[config.mk]
export PLATFORM = sky130hd
export DESIGN_NAME = alu_serial
export DESIGN_NICKNAME = d
export VERILOG_FILES = /design/src/rtl/alu_serial.sv
export SDC_FILE = /design/constraint.sdc
export NUM_CORES = 1
export LEC_CHECK = 0
export BUFFER_PORTS_ARGS = -buffer_cell sky130_fd_sc_hd__clkbuf_2
export CAP_MARGIN = 20
export CORE_MARGIN = 1
export CORE_UTILIZATION = 35
export CTS_CLUSTER_DIAMETER = 150
export DETAILED_ROUTE_END_ITERATION = 8
export PLACE_DENSITY_LB_ADDON = 0.05
export SLEW_MARGIN = 20
export SYNTH_ARGS = -nofsm -noshare
export SYNTH_HDL_FRONTEND = slang
export SYNTH_SLANG_ARGS = --single-unit
[constraint.sdc]
create_clock -name clk -period 1.34 [get_ports clk]
set_input_delay 0.201 -clock clk [delete_from_list [all_inputs] [get_ports clk]]
set_output_delay 0.201 -clock clk [all_outputs]
set_load 0.02 [all_outputs]
[src/rtl/alu_serial.sv]
// Bit-serial N-bit ALU sequencer: latches operands and opcode, then steps one
// alu1bit cell LSB-first, one bit per clock, with the carry registered between bits.

module alu1bit (
    input  logic       a,
    input  logic       b,
    input  logic       cin,
    input  logic [1:0] op,
    output logic       s,
    output logic       cout
);

    logic a_ns;

    // B is inverted for SUB so that A - B = A + ~B + 1 (cin supplies the +1)
    assign a_ns = b ^ op[0];

    always_comb begin
        s    = 1'b0;
        cout = (a & a_ns) | (a & cin) | (a_ns & cin);
        case (op)
            2'b00:   s = ~(a | b);
            2'b01:   s = a ^ b;
            default: s = a ^ a_ns ^ cin;
        endcase
    end

endmodule

module alu_serial #(
    parameter int N = 8
) (
    input  logic         clk,
    input  logic         rst,
    input  logic         in_valid,
    output logic         in_ready,
    input  logic [N-1:0] a_in,
    input  logic [N-1:0] b_in,
    input  logic [1:0]   op_in,
    output logic         out_valid,
    output logic [N-1:0] result,
    output logic         cout,
    output logic         zero
);

    localparam int CW = $clog2(N);

    typedef enum logic [1:0] {
        IDLE,
        RUN,
        DONE
    } state_t;

    state_t        state;
    state_t        state_next;

    logic [N-1:0]  a_sh;
    logic [N-1:0]  b_sh;
    logic [N-1:0]  res_sh;
    logic [N-1:0]  res_next;
    logic [1:0]    op_reg;
    logic [CW-1:0] bit_cnt;
    logic          carry;

    logic          alu_s;
    logic          alu_cout;
    logic          accept;
    logic          last_bit;

    alu1bit u_alu (
        .a    (a_sh[0]),
        .b    (b_sh[0]),
        .cin  (carry),
        .op   (op_reg),
        .s    (alu_s),
        .cout (alu_cout)
    );

    assign in_ready = (state != RUN);
    assign accept   = in_ready & in_valid;
    assign last_bit = (state == RUN) && (bit_cnt == CW'(N - 1));
    assign res_next = {alu_s, res_sh[N-1:1]};

    always_ff @(posedge clk) begin
        if (rst) begin
            state <= IDLE;
        end else begin
            state <= state_next;
        end
    end

    always_comb begin
        state_next = state;
        case (state)
            IDLE:    if (accept) state_next = RUN;
            RUN:     if (last_bit) state_next = DONE;
            DONE:    state_next = accept ? RUN : IDLE;
            default: state_next = IDLE;
        endcase
    end

    always_ff @(posedge clk) begin
        if (rst) begin
            a_sh      <= '0;
            b_sh      <= '0;
            res_sh    <= '0;
            op_reg    <= '0;
            bit_cnt   <= '0;
            carry     <= 1'b0;
            result    <= '0;
            cout      <= 1'b0;
            zero      <= 1'b0;
            out_valid <= 1'b0;
        end else begin
            out_valid <= last_bit;
            if (accept) begin
                a_sh    <= a_in;
                b_sh    <= b_in;
                op_reg  <= op_in;
                res_sh  <= '0;
                bit_cnt <= '0;
                carry   <= op_in[0];
            end else if (state == RUN) begin
                a_sh   <= a_sh >> 1;
                b_sh   <= b_sh >> 1;
                res_sh <= res_next;
                carry  <= alu_cout;
                if (!last_bit) begin
                    bit_cnt <= bit_cnt + CW'(1);
                end
            end
            // Outputs load from the final bit directly so they are already
            // valid during the DONE cycle alongside out_valid.
            if (last_bit) begin
                result <= res_next;
                cout   <= op_reg[1] & alu_cout;
                zero   <= (res_next == '0);
            end
        end
    end

endmodule

==> reports/results.ini <==
[outcome]
status=finished with violations
violations=negative setup slack

[timing]
grt_setup_unrepaired=true
whs_ns=0.133
setup-violations-final=1
final_hold_viol_count=0
min_period_ns=1.37
slew_viol_final=0
post-route-period-util_pct=102
fmax_ghz=0.730
fin_ws_ns=-0.0296
worst_pin_slew_ns=0.338
fin_skew_ns=0.00510
max-slew-margin-rel_pct=77.4

[critical_path]
worstSetupStartpointType=flop
path_class=flop to flop
reg2reg_to=zero
worstRegToRegCells=5
r2r_slack_ns=-0.03
worstReg2RegStart=op_reg[0]
worst-endpoint-required_ns=1.54
worstSetupEndpoint=zero
arrival_ns=1.57
worstPathMaxFanout=2
critPathLaunch=op_reg[0]
end_kind=flop

[layout]
fin_nets=265
largestRegisters=a_sh (8), b_sh (8), result (8)
final_area_sq_um=2400
drive_gt1_share_pct=41.9
area_growth_pct=34.1
fill_cells=480
regArea_sq_um=852
utilization_pct=49.8
multi_input_area_sq_um=945
diodes=0

[clocking]
clockBufferDepth=2
cts_tree=done
worst_skew_pair.late_latency_ns=0.30
root_buffer=clkbuf_8
clock-sinks=42
numCtsBuffers=5
hold_buffers=0
h-tree-depth=2
clk_pin_slew_ns=0.08

[place]
pre_cts_ws_ns=-0.0812
gp_congestion=0.728
port_buffers=32
postPlaceCellArea_sq_um=2070
hpwlAfterDp_mm=2.67

[min_path]
hold_path.class=input pin to flop

[logic_synthesis]
synth_top_area_share_pct=47.0
synth_cell_types=32
yosys_warnings=0
yosysMostFrequentCell=dfxtp_1
seq_area_frac_synth_pct=47.0
syn_area_sq_um=1790
syn_inst=194
synth_edf_count=0
syn_area_per_cell_sq_um=9.22
syn_nets=219
synth_area_leader_cell=dfxtp_1
synth_top_cells_by_count=42 x dfxtp_1, 32 x nand2_1, 18 x nor2_1, 16 x mux2i_1, 15 x a211oi_1
ys_ff_latch=42
synthArstFlopShare_pct=0
synth.area.top_cells=dfxtp_1 47%, mux2i_1 9.0%, nand2_1 6.7%, a211oi_1 6.3%, a21oi_2 4.4%
ys.flop_type=dfxtp_1

[global_routing]
grt_first_pass_wirelength_mm=6.56
grt_use_total_pct=16.1
antenna_found_initial=0
grt_max_degree=25
grt_pass1_vias=1482
grt-ovfl-total=0

[drt]
drt-met1-wl_mm=1.84
drcViolationCount=0
vias=1489
ant_nets=0
wl_met2_mm=1.84
highest_layer=met4
drt-wirelength-per-cell_um=12.7
viasPerCell=4.83
wl_mm=3.92
wl_met3_um=142
dr.pass1.iters=4
drtIter0Drc=51

[pwr]
p_int_mw=2.06
power_switching_uw=662
power_density_nw_per_um2=1130
power_frac_clock_pct=36.2
peakVddDrop_mv=0.649
power.share.combinational_pct=14.5
sequentialPowerShare_pct=49.3
swShare_pct=24.3
power.leakage_nw=1.01
power.total_mw=2.72

[job]
drv_cap=0

[die]
fp.coreArea_sq_um=4820
die_h_um=73.5
initial_utilization_pct=37.1
rows=25
dieArea_sq_um=5400
io-pin-count=33
die_width_um=73.5

==> logic make-up (layout without fill, tap and decap cells) <==
| family | count (synthesis) | in the layout | share of synthesized area (%) |
|---|---|---|---|
| AND/OR/NAND/NOR | 63 | 63 | 15.9 |
| AO/OA/AOI/OAI | 45 | 45 | 17.6 |
| multiplexers | 17 | 17 | 9.58 |
| buffers and inverters | 21 | 68 | 5.80 |
| XOR/XNOR | 2 | 2 | 0.979 |
| flip-flops | 42 | 42 | 47.0 |
| adder cells (fa/ha/maj) | 4 | 4 | 3.22 |
==> through the flow <==
step	TNS, ns	std cells
2_1_floorplan	0	194
3_3_place_gp	-0.0268	291
3_5_place_dp	-0.480	291
4_1_cts	-0.0751	302
5_1_grt	-0.286	308
6_report	-0.0296	308
==> layout make-up <==
cell class	instances	share of cell area [%]
repair buffers	54	16.2
multi-input cells	131	39.4
flip-flops and latches	42	35.5
clock buffers	5	2.87
clock inverters	3	1.67
well taps	67	3.49
inverters	6	0.938
==> layout by cell type, fill, tap and decap left out, types with 2 or more instances in the layout <==
master	Yosys	layout
dfxtp_1	42	35
clkbuf_2	0	31
nand2_1	32	25
nor2_1	18	18
mux2i_1	16	16
buf_4	2	16
a21oi_2	9	13
a211oi_1	15	13
a21oi_1	11	7
nand2_2	0	6
dfxtp_2	0	6
inv_1	5	5
clkbuf_8	0	5
buf_6	1	4
nand3b_1	3	3
nor3_1	3	3
nand3_1	2	2
o21ai_0	3	2
o21ai_1	2	2
a211oi_2	0	2
ha_4	0	2
clkinv_2	0	2
==> power by group through the flow <==
stage	registers, mW	logic (mW)	clock network, mW
after floorplan	1.36	0.227	0
after global placement	1.37	0.307	0
after detailed placement	1.37	0.319	0
after CTS	1.34	0.361	1.02
after global routing	1.35	0.436	1.07
final	1.34	0.394	0.985
==> per-layer routing <==
metal  GRT usage, %  vias to the layer above
met3           4.12                       10
met1           19.4                      686
met4           7.91                        0
li1               -                      759
met2           26.4                       34
met5              0                        -
==> worst max-delay path, cell delays in order (launching register included) <==
cell and delay (ns):
dfxtp_2 0.34, xnor2_2 0.16, fa_1 0.44, nand2_2 0.09
o21ai_2 0.07, a41o_1 0.18
==> what timing repair did <==
action	4_1_cts	5_1_grt
buffers inserted	2	6
resized for setup	11	25
cloned	1	0
endpoints found under the setup margin	12	15
pin swaps	7	9
==> how the worst min path moves through the flow <==
stage,start,endpoint,slack [ns],depth (start not counted)
6_report,op_in[1],op_reg[1],0.13,3
4_1_cts,op_in[1],op_reg[1],0.13,3
2_1_floorplan,op_in[0],op_reg[0],0.34,2
3_3_place_gp,cout,cout,0.44,2
3_5_place_dp,cout,cout,0.44,2
5_1_grt,op_in[1],op_reg[1],0.15,3
No activity file was read; power rests on OpenSTA's default activity.
